### config.mk
export PLATFORM = sky130hd
export DESIGN_NAME = uart_rx
export DESIGN_NICKNAME = d
export VERILOG_FILES = /design/src/rtl/uart_pkg.sv /design/src/rtl/sync_2ff.sv /design/src/rtl/uart_rx.sv
export SDC_FILE = /design/constraint.sdc
export NUM_CORES = 1
export LEC_CHECK = 0
export CAP_MARGIN = 30
export CORE_MARGIN = 8
export CORE_UTILIZATION = 60
export CTS_BUF_LIST = sky130_fd_sc_hd__clkbuf_16
export CTS_CLUSTER_DIAMETER = 120
export DETAILED_ROUTE_END_ITERATION = 12
export MAX_ROUTING_LAYER = met4
export PLACE_DENSITY = 0.88
export RECOVER_POWER = 25
export SYNTH_ARGS = -nofsm -noshare
export SYNTH_HDL_FRONTEND = slang
export SYNTH_SLANG_ARGS = --single-unit
### constraint.sdc
create_clock -name clk -period 3.6 [get_ports clk]
set_clock_uncertainty 0.05 [all_clocks]
set_input_delay 0.36 -clock clk [delete_from_list [all_inputs] [get_ports clk]]
set_output_delay 0.36 -clock clk [all_outputs]
set_load 0.05 [all_outputs]
### src/rtl/uart_pkg.sv
// Shared UART definitions: state encoding, default frame parameters and a
// helper that turns a clock frequency and a baud rate into cycles per bit.
package uart_pkg;

  typedef enum logic [1:0] {
    IDLE  = 2'd0,
    START = 2'd1,
    DATA  = 2'd2,
    STOP  = 2'd3
  } uart_state_e;

  localparam int DEFAULT_BPS_MAX = 5208;
  localparam int DEFAULT_BIT_MAX = 8;

  function automatic int baud_div(input int clk_hz, input int baud);
    return clk_hz / baud;
  endfunction

endpackage

### src/rtl/sync_2ff.sv
// Generic two-flop synchronizer for a single asynchronous input; the reset
// value lets idle-high lines come out of reset without a spurious edge.
module sync_2ff #(
  parameter logic RST_VAL = 1'b0
) (
  input  logic clk_i,
  input  logic rst_i,
  input  logic d_i,
  output logic q_o
);

  logic s1_q;
  logic s2_q;

  always_ff @(posedge clk_i or posedge rst_i) begin
    if (rst_i) begin
      s1_q <= RST_VAL;
      s2_q <= RST_VAL;
    end else begin
      s1_q <= d_i;
      s2_q <= s1_q;
    end
  end

  assign q_o = s2_q;

endmodule

### src/rtl/uart_rx.sv
// 8N1 UART receiver: start-bit validation at half a bit, data sampled at bit
// centres, stop bit checked before the byte is published with a valid pulse.
module uart_rx
  import uart_pkg::*;
#(
  parameter int BPS_MAX = DEFAULT_BPS_MAX,
  parameter int BIT_MAX = DEFAULT_BIT_MAX
) (
  input  logic               clk,
  input  logic               rst,
  input  logic               rx,
  output logic [BIT_MAX-1:0] rx_data,
  output logic               rx_valid,
  output logic               frame_err,
  output logic               rx_busy
);

  localparam int HALF  = BPS_MAX / 2;
  localparam int BPS_W = $clog2(BPS_MAX);
  localparam int BIT_W = $clog2(BIT_MAX + 1);

  localparam logic [BPS_W-1:0] HALF_END = BPS_W'(HALF - 1);
  localparam logic [BPS_W-1:0] BPS_END  = BPS_W'(BPS_MAX - 1);
  localparam logic [BIT_W-1:0] BIT_END  = BIT_W'(BIT_MAX - 1);

  logic rx_s2;
  logic rx_d_q;
  logic fall;

  uart_state_e        state_q,     state_d;
  logic [BPS_W-1:0]   bps_cnt_q,   bps_cnt_d;
  logic [BIT_W-1:0]   bit_cnt_q,   bit_cnt_d;
  logic [BIT_MAX-1:0] shift_q,     shift_d;
  logic [BIT_MAX-1:0] rx_data_q,   rx_data_d;
  logic               rx_valid_q,  rx_valid_d;
  logic               frame_err_q, frame_err_d;

  sync_2ff #(.RST_VAL(1'b1)) u_sync (
    .clk_i (clk),
    .rst_i (rst),
    .d_i   (rx),
    .q_o   (rx_s2)
  );

  assign fall = rx_d_q & ~rx_s2;

  always_ff @(posedge clk or posedge rst) begin
    if (rst) begin
      rx_d_q      <= 1'b1;
      state_q     <= IDLE;
      bps_cnt_q   <= '0;
      bit_cnt_q   <= '0;
      shift_q     <= '0;
      rx_data_q   <= '0;
      rx_valid_q  <= 1'b0;
      frame_err_q <= 1'b0;
    end else begin
      rx_d_q      <= rx_s2;
      state_q     <= state_d;
      bps_cnt_q   <= bps_cnt_d;
      bit_cnt_q   <= bit_cnt_d;
      shift_q     <= shift_d;
      rx_data_q   <= rx_data_d;
      rx_valid_q  <= rx_valid_d;
      frame_err_q <= frame_err_d;
    end
  end

  always_comb begin
    state_d     = state_q;
    bps_cnt_d   = bps_cnt_q + 1'b1;
    bit_cnt_d   = bit_cnt_q;
    shift_d     = shift_q;
    rx_data_d   = rx_data_q;
    rx_valid_d  = 1'b0;
    frame_err_d = 1'b0;
    case (state_q)
      IDLE: begin
        bps_cnt_d = '0;
        bit_cnt_d = '0;
        if (fall) state_d = START;
      end
      START: begin
        // A line that is high again at half a bit was only a glitch.
        if (bps_cnt_q == HALF_END) begin
          bps_cnt_d = '0;
          state_d   = rx_s2 ? IDLE : DATA;
        end
      end
      DATA: begin
        if (bps_cnt_q == BPS_END) begin
          bps_cnt_d = '0;
          shift_d   = {rx_s2, shift_q[BIT_MAX-1:1]};
          if (bit_cnt_q == BIT_END) begin
            bit_cnt_d = '0;
            state_d   = STOP;
          end else begin
            bit_cnt_d = bit_cnt_q + 1'b1;
          end
        end
      end
      STOP: begin
        // Leave at mid stop bit so an immediately following start edge is seen.
        if (bps_cnt_q == BPS_END) begin
          bps_cnt_d = '0;
          state_d   = IDLE;
          if (rx_s2) begin
            rx_data_d  = shift_q;
            rx_valid_d = 1'b1;
          end else begin
            frame_err_d = 1'b1;
          end
        end
      end
    endcase
  end

  assign rx_data   = rx_data_q;
  assign rx_valid  = rx_valid_q;
  assign frame_err = frame_err_q;
  assign rx_busy   = (state_q != IDLE);

endmodule

-- Word-level counts from Yosys, hierarchy flattened
Index checks and enable logic that the tools add are counted.
- flip-flop bits (word level): 40
- latch bits: 0
- bits in writable memories: 0
- bits in read-only memories: 0
- input port bits: 3
- output and inout port bits: 11
- logic and storage cells: 52
- memories: 0
- add/sub/neg operators: 2
- multipliers: 0
- divide/modulo/power cells: 0
- $lt $le $gt $ge: 0
- eq/ne operators: 11
- shift operators: 0
- multiplexer cells: 19
- bitwise logic cells: 2
- reduce and logical (&&, ||, !) cells: 8
- operators with widths (kind ; count):
    $pmux W13 S3 ; 1
    $mux W13 ; 2
    $add A13 B1 Y13 const B ; 1
    $eq A13 B12 Y1 const B ; 1
    $eq A13 B13 Y1 const B ; 1
    $mux W2 ; 6
    $ne A2 B2 Y1 const B ; 5
    $mux W4 ; 2
    $pmux W2 S4 ; 1
    $pmux W4 S2 ; 1
    $mux W1 ; 6
    $reduce_and A5 Y1 ; 1
    $add A4 B1 Y4 const B ; 1
    $eq A2 B2 Y1 const B ; 2
    $eq A4 B3 Y1 const B ; 1
    $reduce_and A2 Y1 ; 2
    $reduce_bool A2 Y1 ; 2
    $reduce_and A3 Y1 ; 1
    $eq A2 B1 Y1 const B ; 1
    $logic_not A2 Y1 ; 1
    $reduce_or A2 Y1 ; 1
    $and A1 B1 Y1 ; 1
    $not A1 Y1 ; 1

-- Depth between registers and ports, before layout
Gate-level depths: netlist of run 1.
- depth in word-level cells: 4
- gate-level depth with buffers: 7
- gate-level depth less buffers: 5

-- Cells and area by module
Synthesis of run 1 repeated with hierarchy kept, for this count alone.
- cell total of the unflattened synthesis: 151
- area total of the unflattened synthesis: 1801.7 µm²
- modules (own cells, without submodules) (module ; times used ; cells an instance ; area each (µm²)):
    uart_rx ; 1 ; 148 ; 1745.4
    sync_2ff ; 1 ; 3 ; 56.3

-- Worst setup path after synthesis of run 1
OpenSTA, ideal clock, no wires.
- path kind: register to register
- start: register bps_cnt_q[0]
- end: register shift_q[0]
- data arrival time: 1.671 ns
- data required time: 3.425 ns
- slack: 1.754 ns
- cell stages (with the launch flop): 8
- buffers on the path: 2
- cells stage by stage: dfrtp_1 > ha_1 > nand3_2 > nand4b_4 > buf_4 > nor2_4 > buf_6 > mux2_2
- longest elaborated chain between the ends: 2
- RTL lines (what ; RTL line ; text):
    from (decl) ; uart_rx.sv:31 ; logic [BPS_W-1:0] bps_cnt_q, bps_cnt_d;
    from (signal assigned) ; uart_rx.sv:60 ; bps_cnt_q <= bps_cnt_d;
    $eq A13 B13 Y1 ; uart_rx.sv:91 ; if (bps_cnt_q == BPS_END) begin
    $reduce_and A2 Y1 (no source line) ; -- ;
    to (signal assigned) ; uart_rx.sv:62 ; shift_q <= shift_d;
    to (decl) ; uart_rx.sv:33 ; logic [BIT_MAX-1:0] shift_q, shift_d;
No other way between the ends.
A chain may end at the register's enable or synchronous reset.

==> run summary, run 1 <==
Entering global routing, the biggest net connects 27 pins. In the routed design, unresolved DRC markers number 0. The net switching power is 0.263 mW. The post-route clock period utilization is 0.621.

The signed area change from the synthesized netlist to the final layout came out at 16.0%. The number of buffer cells added on primary ports came out at 13. Of the total power, the share spent switching nets is 0.253.

The final non-filler cell total is 196. The largest family of logic cells by synthesized area is simple AND/OR/NAND/NOR gates. The wire-length estimate of the detail-placed layout is 2170 µm. The total die area came out at 4990 µm². The launching point of the worst reg2reg path is bps_cnt_q[0]$_DFF_PP0_.

The post-synthesis simple-gate area fraction is 0.191. The wire length per cell is 15.6 µm. Clock tree synthesis selected as its root buffer the cell sky130_fd_sc_hd__clkbuf_16. The number of routed nets with antenna violations is 0. The proportion of layout cells with a drive suffix above 1 came out at 0.215.

After detailed placement, the design holds a cell count of 188. Clock-pin slew was measured on the worst setup and hold paths at 0.05 ns. The distinct cell type count of the synthesized netlist is 41.

The routed via count divided by cell count is 5.66. The post-synthesis share of cell area spent on xor and xnor gates is 0.0537. The commonest cells after synthesis are sky130_fd_sc_hd__dfrtp_1, sky130_fd_sc_hd__nor2_1, sky130_fd_sc_hd__mux2_2. The die is 70.7 µm tall. The number of slew-limit violations in the final report is 0. The number of synthesis warnings came out at 0. The maximum clock frequency came out at 447 MHz. The total power density per cell area is 499 nW/µm². The compound-gate portion of the synthesized area is 0.0509. The total nets after synthesis came out at 151. The share of synthesized area occupied by flip-flops and latches is 0.560. Of the total power, registers draw 0.505.

The number of buffers between clock root and the deepest sink came out at 2. The number of sinks driven by the clock tree is 40. The number of enable flip-flop cells after synthesis came out at 0.

Synthesis produced 146 cells. After synthesis, the share of flip-flops with an asynchronous set or reset is 1.00. The largest vdd supply drop is 0.528 mV.

The weighted congestion reported at the end of routability-driven placement came out at 0.786. In the post-synthesis netlist, the biggest area contributors are sky130_fd_sc_hd__dfrtp_1, sky130_fd_sc_hd__mux2_2, sky130_fd_sc_hd__dfstp_2. The cell taking the most area after synthesis is sky130_fd_sc_hd__dfrtp_1.

The kind of capture point of the worst setup path is an output pin. The first detailed-routing pass ran for 5 iterations. The area share of the largest cell type after synthesis came out at 0.516. The data arrival time of the critical path is 1.83 ns. The core region is 2950 µm². Detailed routing inserted a total of 1,109 vias.

At the pin with the least slew margin, the transition time is 0.917 ns. The cell-internal power came out at 0.774 mW. The minimum period implied by the final worst setup slack came out at 2.24 ns.

The worst slew margin relative to its limit came out at 0.388. The most numerous cell in the Yosys netlist is sky130_fd_sc_hd__dfrtp_1. The worst-skew pair later-pin latency is 0.28 ns. The initial antenna violation count is 0. The total track usage is 0.144. The beginning of the worst hold path is u_sync.s1_q$_DFF_PP1_. The required arrival time at the worst endpoint came out at 3.19 ns. TritonCTS built the clock tree. The worst setup path is launched from a register. The adder-cell share of the synthesized area is 0.0140. The synthesized netlist occupies a cell area of 1790 µm². The H-tree generated during clock tree synthesis spans 2 levels. Setup violations remaining at the end of the flow were counted as 0.

The via count of the first global-routing pass came out at 1,160. The relative contribution of the clock network to total power came out at 0.402. Setup repair after global routing left no endpoint under its margin.

The first routing iteration left 81 violations. The multiplexer share of the synthesized area is 0.100. Summed over all failing endpoints, the final setup total negative slack is 0 ns. The number of nets in the layout came out at 167. The standby leakage power is 0.932 nW.

After layout, the design draws a total of 1.04 mW. The flip-flop and latch count after synthesis is 40. In this run the mean area of a mapped cell was 12.3 µm². The combinational cell fraction of total power came out at 0.092. The number of instances resized during post-cts repair is 0. Buffers inserted during clock tree synthesis total 5. The number of buffers inserted by hold repair at cts is 0. The floorplan step set the die width to 70.7 µm.

The path class of the tightest hold or removal check is reg -> reg. The final count of hold timing violations came out at 0. The aggregate global routing overflow came out at 0. The count of standard-cell rows is 20. The most used flip-flop cell after synthesis is sky130_fd_sc_hd__dfrtp_1. The worst setup path is of the reg -> out kind. The number of buffers inserted by post-CTS setup repair came out at 0. The routed design has 3060 µm of wire.

The flow ran to the end, and the final reports show no timing, DRC or antenna violations. The maximum fanout count along the critical path is 9. The number of I/O pins came out at 14. The initial core utilization is 0.607. The number of maximum-capacitance constraint violations is 0.

The first global-routing pass estimated 5520 µm of wire. The number of antenna cells inserted came out at 0.
==> routing by layer <==
metal	wire length, µm	up-vias	track usage
met4	33	0	0.0439
met1	1410	546	0.174
met3	141	2	0.0593
met5	0	-	-
li1	-	546	-
met2	1480	15	0.215
==> state kept, by name (all words and copies together) (netlist names), named ones only <==
name	flops
bit_cnt_q	4
rx_d_q	1
shift_q	8
rx_data	8
rx_valid	1
bps_cnt_q	13
u_sync.q_o	1
u_sync.s1_q	1
state_q	1
frame_err	1
==> power groups by stage <==
stage / clock, mW / combinational [mW] / sequential (mW)
6_report: 0.417 / 0.0957 / 0.524
5_1_grt: 0.445 / 0.112 / 0.531
4_1_cts: 0.427 / 0.0979 / 0.524
3_5_place_dp: 0 / 0.0966 / 0.531
3_3_place_gp: 0 / 0.0931 / 0.528
2_1_floorplan: 0 / 0.0809 / 0.519
==> layout by cell type, fill, tap and decap left out, types with 4 or more instances in the layout <==
master                            netlist  layout
sky130_fd_sc_hd__clkbuf_16              0       5
sky130_fd_sc_hd__mux2_2                16      16
sky130_fd_sc_hd__xnor2_1                7       7
sky130_fd_sc_hd__inv_1                  6       6
sky130_fd_sc_hd__nand2_1                6       6
sky130_fd_sc_hd__xor2_1                 4       4
sky130_fd_sc_hd__nand3_1                4       4
sky130_fd_sc_hd__dfrtp_1               37      37
sky130_fd_sc_hd__nor2_1                18      18
sky130_fd_sc_hd__clkdlybuf4s50_1        0      11
==> layout make-up <==
type | count | area, µm²
Fill cell | 194 | 873
Clock buffer | 5 | 125
Multi-Input combinational cell | 95 | 734
Sequential cell | 40 | 1000
Tap cell | 33 | 41.3
Inverter | 6 | 22.5
Timing Repair Buffer | 14 | 138
Clock inverter | 3 | 13.8
==> stage by stage <==
step / setup slack [ns] / hold slack [ns] / cell area, µm² / util
floorplan: 1.75 / 0.295 / 1790 / -
global placement: 1.55 / 0.296 / 1940 / 0.657
detailed placement: 1.45 / 0.301 / 1940 / 0.657
CTS: 1.36 / 0.309 / 2080 / 0.704
global route: 1.29 / 0.317 / 2080 / 0.704
finish: 1.36 / 0.312 / 2080 / 0.704
==> critical path, cell delays in order, from the launching register on <==
cell,delay [ns]
sky130_fd_sc_hd__dfrtp_1,0.47
sky130_fd_sc_hd__or2_2,0.36
sky130_fd_sc_hd__clkdlybuf4s50_1,0.71
==> final timing paths <==
kind / cells after the start / to / slack (ns)
max in group asynchronous: 3 / bps_cnt_q[2]$_DFF_PP0_ / 2.07
min: 0 / u_sync.q_o$_DFF_PP1_ / 0.31
min in group asynchronous: 2 / bps_cnt_q[10]$_DFF_PP0_ / 0.67
min reg2reg: 0 / u_sync.q_o$_DFF_PP1_ / 0.31
max: 2 / rx_busy / 1.36
max reg2reg: 5 / rx_data[7]$_DFFE_PP0P_ / 1.46
==> cells by family (layout without fill, tap and decap cells) <==
logic type      Yosys count  in the layout
compound gates           11             11
xor+xnor                 11             11
fa+ha+maj                 2              2
buf+inv                  11             28
flops                    40             40
mux                      16             16
simple gates             55             55
No activity file was read; power rests on OpenSTA's default activity.
==> inputs of run 2 (changes only) <==
Settings changed: CORE_UTILIZATION 60 to 57, PLACE_DENSITY 0.88 to 0.84.
Clock period 3.6 ns to 2.35 ns, I/O delays scaled along.
==> run 2 against run 1 <==
  * Clock power increased by 79%
  * Wire length increased by 5.6%
  * Core utilization decreased by 0.55 points
  * Hold slack improved by 0.0059 ns
  * Largest power group unchanged
  * Highest routed layer unchanged
==> run summary, run 2 (synthesis results as in run 1) <==
The worst-skew pair later-pin latency came to 0.28 ns (about the same). The routed metal-1 wirelength came to 1620 µm (was 1410 µm). The worst stage delay on the critical path is 0.48 ns (was 0.71 ns).

The final count of hold timing violations is 0 (unchanged). The number of design-rule violations left by the first detailed-router iteration is 100 (was 81). The number of cells after detailed placement came to 199 (was 188). The maximum fanout count along the critical path came out at 11 (was 9).

The proportion of layout cells with a drive suffix above 1 is 0.215 (unchanged). The kind of start point of the critical path was a register (unchanged). The weighted congestion reported at the end of routability-driven placement came out at 0.808 (was 0.786).

The most common library cell in the layout ignoring fill and taps was sky130_fd_sc_hd__dfrtp_1 (unchanged). The initial antenna violation count was 0 (unchanged). The critical path class is reg -> reg (was reg -> out). The slew of the pin with the lowest slew margin came out at 0.995 ns (was 0.917 ns). The maximum clock frequency is 459 MHz. The total length of routed met2 wires is 1460 µm (was 1480 µm). The clock root buffer is sky130_fd_sc_hd__clkbuf_16 (unchanged).

The signed area change from the synthesized netlist to the final layout came to 18.0% (was 16.0%). The worst slew margin relative to its limit is 0.336 (was 0.388). Unrepaired setup endpoints after global routing: no (unchanged). The total power density per cell area came out at 801 nW/µm² (was 499 nW/µm²). The number of nets in the layout is 167 (unchanged). The number of antenna cells inserted is 0 (unchanged). The number of buffers inserted by hold repair at cts is 0 (unchanged). The number of slew-limit violations in the final report is 0 (unchanged). The via total after detailed routing is 1,119 (was 1,109). The kind of capture point of the worst setup path is a register (was output pin). The number of flip-flops under the largest register name is 13 (unchanged).

The wire length per cell is 15.6 µm (about the same). The routed via count divided by cell count came out at 5.41 (was 5.66). The clock slew seen by the registers of the worst setup and hold paths came out at 0.05 ns (about the same). The end-of-flow core utilization was 0.699 (was 0.704). The storage element area was 1000 µm² (unchanged).

The number of I/O pins is 14 (unchanged). The count of standard-cell rows is 20 (unchanged). The total length of routed wires came to 3230 µm (was 3060 µm). The core region area is 3030 µm² (was 2950 µm²).

The most flop-heavy register is bps_cnt_q (unchanged). The final non-filler cell total was 207 (was 196). The number of maximum-capacitance constraint violations is 0 (unchanged). The number of routed nets with antenna violations is 0 (unchanged). Outcome: finished, final reports clean (unchanged). Most frequent cells in the layout: sky130_fd_sc_hd__dfrtp_1, sky130_fd_sc_hd__nor2_1, sky130_fd_sc_hd__mux2_2 (unchanged). The required arrival time at the worst endpoint came out at 2.46 ns (was 3.19 ns). The total die area came to 5200 µm² (was 4990 µm²). The count of fill cells added during filler insertion came out at 196 (was 194). The remaining design rule violation count is 0 (unchanged). The total track usage is 0.142 (was 0.144). The number of sinks driven by the clock tree is 40 (unchanged). The data arrival time of the critical path came out at 2.29 ns (was 1.83 ns). The clock tree from TritonCTS is done (unchanged). The largest net degree at the start of global routing came out at 41 (was 27).

The largest vdd supply drop is 0.750 mV (was 0.528 mV). The aggregate global routing overflow came out at 0 (unchanged). The total iterations of the first detailed-routing run is 4 (was 5). Cell chain of the critical path: ha_1 > nand3_2 > nand4b_4 > nor3_4 > mux2_2 (was or2_2 > clkdlybuf4s50_1). The half-perimeter wire length after placement came out at 2120 µm (was 2170 µm). The minimum period implied by the final worst setup slack came out at 2.18 ns.

The standby leakage power was 0.945 nW (was 0.932 nW). The clock buffer count from CTS is 5 (unchanged). The via count of the first global-routing pass came to 1,120 (was 1,160). The uppermost layer routed is met4 (unchanged).

The slowest cell on the critical path was sky130_fd_sc_hd__nor3_4 (was sky130_fd_sc_hd__clkdlybuf4s50_1). The post-route clock period utilization is 0.926. The number of instances resized during post-cts repair came out at 0 (unchanged). The die outline height is 72.1 µm (was 70.7 µm). The final number of setup-violating endpoints came to 0 (unchanged). The floorplan die width came to 72.1 µm (was 70.7 µm). The number of buffer cells added on primary ports is 13 (unchanged). The sum of met3 wire segment lengths after detailed routing was 133 µm (was 141 µm).

The setup TNS after final layout is 0 ns (unchanged). The footprint of the multi-input gates was 734 µm² (unchanged). The first-pass GRT wire length came out at 5450 µm (was 5520 µm). The number of buffers inserted by post-CTS setup repair is 0 (unchanged). The worst hold path class is reg -> reg (unchanged). The number of buffers between clock root and the deepest sink is 2 (unchanged). The initial core utilization came out at 0.592 (was 0.607).

The number of H-tree levels came out at 2 (unchanged).
run 2: per-stage QoR:
step | total power [mW] | hold slack (ns) | cell area (µm²) | setup WS (ns)
global placement | 0.951 | 0.295 | 1950 | 0.298
finish | 1.70 | 0.318 | 2120 | 0.173
detailed placement | 0.964 | 0.305 | 1950 | 0.177
global route | 1.76 | 0.322 | 2120 | 0.0308
floorplan | 0.919 | 0.189 | 1790 | 0.504
CTS | 1.72 | 0.300 | 2120 | 0.147
run 2: worst max-delay path: cells and delay by family (launching register included):
kind                     cells  cell delay [ns]
adder cells (fa/ha/maj)      1             0.26
AND/OR/NAND/NOR              3             0.95
flip-flops                   1             0.40
multiplexers                 1             0.40
run 2: metal layers:
layer  vias to the layer above  track usage
met5                         -            -
met4                         0       0.0544
met3                         4       0.0579
met2                        22        0.200
met1                       549        0.179
li1                        544            -
run 2: area by class of cell:
cell class | count | area share
clock buffers | 5 | 0.0591
clock inverters | 3 | 0.0183
inverters | 6 | 0.0106
multi-input cells | 95 | 0.347
flip-flops and latches | 40 | 0.475
well taps | 44 | 0.0260
repair buffers | 14 | 0.0639
run 2: worst paths after layout:
| kind | endpoint | cells past startpoint | from | slack [ns] |
|---|---|---|---|---|
| setup reg to reg | rx_data[1]$_DFFE_PP0P_ | 5 | bps_cnt_q[0]$_DFF_PP0_ | 0.17 |
| hold / removal | u_sync.q_o$_DFF_PP1_ | 0 | u_sync.s1_q$_DFF_PP1_ | 0.32 |
| setup / recovery | rx_data[1]$_DFFE_PP0P_ | 5 | bps_cnt_q[0]$_DFF_PP0_ | 0.17 |
| min in group asynchronous | bps_cnt_q[0]$_DFF_PP0_ | 3 | rst | 0.66 |
| max in group asynchronous | rx_data[5]$_DFFE_PP0P_ | 3 | rst | 0.98 |
| hold reg to reg | u_sync.q_o$_DFF_PP1_ | 0 | u_sync.s1_q$_DFF_PP1_ | 0.32 |
run 2: report_power, final:
part / internal [mW] / leakage (nW) / switching [mW]
clock network: 0.494 / 0.0850 / 0.251
logic: 0.0642 / 0.322 / 0.0821
registers: 0.737 / 0.538 / 0.0670
total: 1.30 / 0.945 / 0.400
==> inputs of run 3 (changes only) <==
Settings changed: CORE_UTILIZATION 57 to 51, PLACE_DENSITY 0.84 to 0.8.
Clock period 2.35 ns to 1.9 ns, I/O delays scaled along.
==> run 3 against run 2 <==
  * Sequential share of layout area decreased by 1.3 points
  * Power grew 21%
  * Sequential power up 22%
  * Hold slack got worse by 0.010 ns
  * Non-clock buffer count up 7
  * First-iteration DRC count fell by 16%
  * Die area is 9.1% higher
  * Final cell count increased by 3.9%
  * Core utilization down 5.3 points
  * Critical path depth grew 1
  * Setup slack lost 0.14 ns
  * Via count up 3.4%
==> run summary, run 3 (synthesis results as in run 1) <==
The weighted congestion reported at the end of routability-driven placement was 0.778 (was 0.808). Outcome: finished, final reports clean (unchanged). The post-route cell area is 2170 µm² (was 2120 µm²). The number of nets in the layout is 174 (was 167).

The post-route clock period utilization came out at 0.980 (was 0.926). The launch point of the worst path is bps_cnt_q[1]$_DFF_PP0_ (was bps_cnt_q[0]$_DFF_PP0_). The count of standard-cell rows was 21 (was 20). The launching point of the worst reg2reg path is bps_cnt_q[1]$_DFF_PP0_ (was bps_cnt_q[0]$_DFF_PP0_). The initial core utilization is 0.533 (was 0.592). The number of flip-flops under the largest register name came out at 13 (unchanged). The kind of start point of the critical path is a register (unchanged).

The clock root buffer is sky130_fd_sc_hd__clkbuf_16 (unchanged). The setup slack of the most critical reg-to-reg path is 0.04 ns (was 0.17 ns). The beginning of the worst hold path is u_sync.s1_q$_DFF_PP1_ (unchanged).

The capture point of the worst path was rx_data[6]$_DFFE_PP0P_ (was rx_data[1]$_DFFE_PP0P_). The initial antenna violation count came out at 0 (unchanged). The remaining design rule violation count is 0 (unchanged).

The total die area is 5670 µm² (was 5200 µm²). Most frequent cells in the layout: sky130_fd_sc_hd__dfrtp_1, sky130_fd_sc_hd__nor2_1, sky130_fd_sc_hd__mux2_2 (unchanged). The first-pass GRT wire length came to 5370 µm (was 5450 µm).

The number of cells after detailed placement is 207 (was 199). The number of buffers inserted by hold repair at cts came out at 0 (unchanged). The count of fill cells added during filler insertion came out at 265 (was 196). The via total after detailed routing was 1,157 (was 1,119).

The number of slew-limit violations in the final report was 0 (unchanged). The kind of capture point of the worst setup path is a register (unchanged). The clock slew seen by the registers of the worst setup and hold paths came to 0.06 ns (was 0.05 ns). The number of maximum-capacitance constraint violations came out at 0 (unchanged). The largest vdd supply drop came to 0.823 mV (was 0.750 mV). The clock buffer count from CTS is 5 (unchanged). The floorplan die width came to 75.3 µm (was 72.1 µm). The number of buffers between clock root and the deepest sink came out at 2 (unchanged). The largest net degree at the start of global routing is 41 (unchanged). The worst flop-to-flop path endpoint is rx_data[6]$_DFFE_PP0P_ (was rx_data[1]$_DFFE_PP0P_).

The aggregate global routing overflow came out at 0 (unchanged). The setup TNS after final layout is 0 ns (unchanged). The cell area reported after detailed placement came out at 2020 µm² (was 1950 µm²). The routed via count divided by cell count is 5.38 (was 5.41). The critical path class is reg -> reg (unchanged). The worst slew margin relative to its limit is 0.383 (was 0.336).

The most flop-heavy register is bps_cnt_q (unchanged). The most common library cell in the layout ignoring fill and taps is sky130_fd_sc_hd__dfrtp_1 (unchanged). The data arrival time of the critical path is 1.97 ns (was 2.29 ns).

The worst-skew pair later-pin latency is 0.28 ns (about the same). The final count of hold timing violations was 0 (unchanged). The slew of the pin with the lowest slew margin was 0.925 ns (was 0.995 ns). The number of buffer cells added on primary ports was 13 (unchanged). The maximum fanout count along the critical path is 9 (was 11). The number of sinks driven by the clock tree is 40 (unchanged). The clock tree from TritonCTS is done (unchanged). The required arrival time at the worst endpoint was 2.01 ns (was 2.46 ns). The signed area change from the synthesized netlist to the final layout is 21.2% (was 18.0%). The final non-filler cell total came to 215 (was 207). The total iterations of the first detailed-routing run is 4 (unchanged). The number of H-tree levels is 2 (unchanged).

The worst hold path class is reg -> reg (unchanged). The number of design-rule violations left by the first detailed-router iteration is 84 (was 100). The number of routed nets with antenna violations is 0 (unchanged). The wire length per cell came out at 15.0 µm (was 15.6 µm). The total track usage is 0.133 (was 0.142). The total length of routed wires was 3240 µm (was 3230 µm). The final hold slack came to 0.308 ns (was 0.318 ns).

The number of antenna cells inserted is 0 (unchanged). The standby leakage power came out at 0.967 nW (was 0.945 nW). The core region area is 3360 µm² (was 3030 µm²).

The total power density per cell area came to 944 nW/µm² (was 801 nW/µm²). The half-perimeter wire length after placement came to 2220 µm (was 2120 µm). The worst reg-to-reg path cell count is 6 (was 5). The die outline height is 75.3 µm (was 72.1 µm).

The via count of the first global-routing pass came out at 1,126 (was 1,120). The maximum clock frequency came out at 537 MHz (was 459 MHz). The proportion of layout cells with a drive suffix above 1 came to 0.260 (was 0.215). The final number of setup-violating endpoints came out at 0 (unchanged). The number of I/O pins is 14 (unchanged). The minimum period implied by the final worst setup slack came out at 1.86 ns (was 2.18 ns).
-- run 3: worst min-delay path by stage --
stage,slack (ns),endpoint,cells past startpoint
final,0.31,u_sync.q_o$_DFF_PP1_,0
after global routing,0.31,u_sync.q_o$_DFF_PP1_,0
after global placement,0.30,u_sync.q_o$_DFF_PP1_,0
after detailed placement,0.30,u_sync.q_o$_DFF_PP1_,0
after floorplan,0.14,u_sync.s1_q$_DFF_PP1_,0
after CTS,0.28,u_sync.s1_q$_DFF_PP1_,1
-- run 3: what timing repair did --
item / CTS / global route
endpoints found under the setup margin: 0 / 18
gates resized for setup: 0 / 2
buffers inserted: 0 / 1
-- run 3: stage by stage --
stage | utilization | total power, mW | setup WS (ns)
after floorplan | - | 1.14 | 0.0539
final | 0.646 | 2.05 | 0.0378
after CTS | 0.643 | 2.03 | 0.0355
after detailed placement | 0.602 | 1.25 | 0.0390
after global placement | 0.602 | 1.24 | 0.133
after global routing | 0.646 | 2.14 | -0.0475
-- run 3: area by class of cell --
class                           count  area [µm²]  area share
Clock buffer                        5         125      0.0576
Inverter                            6        22.5      0.0104
Tap cell                           46        57.6      0.0265
Sequential cell                    40        1000       0.462
Clock inverter                      2        12.5     0.00576
Multi-Input combinational cell     95         737       0.339
Timing Repair Buffer               21         214      0.0984
-- run 3: routing by layer --
metal | vias up | track usage | routed length [µm] | part of all wire
met5 | - | - | 0 | 0
met4 | 0 | 0.0618 | 59 | 0.018
met3 | 6 | 0.0408 | 117 | 0.036
met2 | 20 | 0.198 | 1630 | 0.50
met1 | 576 | 0.161 | 1430 | 0.44
li1 | 555 | - | - | -
-- run 3: worst max-delay path, cell delays in order, from the launching register on --
cell and delay [ns]:
sky130_fd_sc_hd__dfrtp_1 0.38, sky130_fd_sc_hd__ha_2 0.23, sky130_fd_sc_hd__nand3_2 0.12, sky130_fd_sc_hd__nand4b_4 0.25
sky130_fd_sc_hd__nor3_4 0.23, sky130_fd_sc_hd__buf_12 0.15, sky130_fd_sc_hd__mux2_2 0.33
-- run 3: where the power goes --
group	switching, mW	internal (mW)
clock	0.312	0.475
combinational	0.141	0.142
sequential	0.0690	0.911
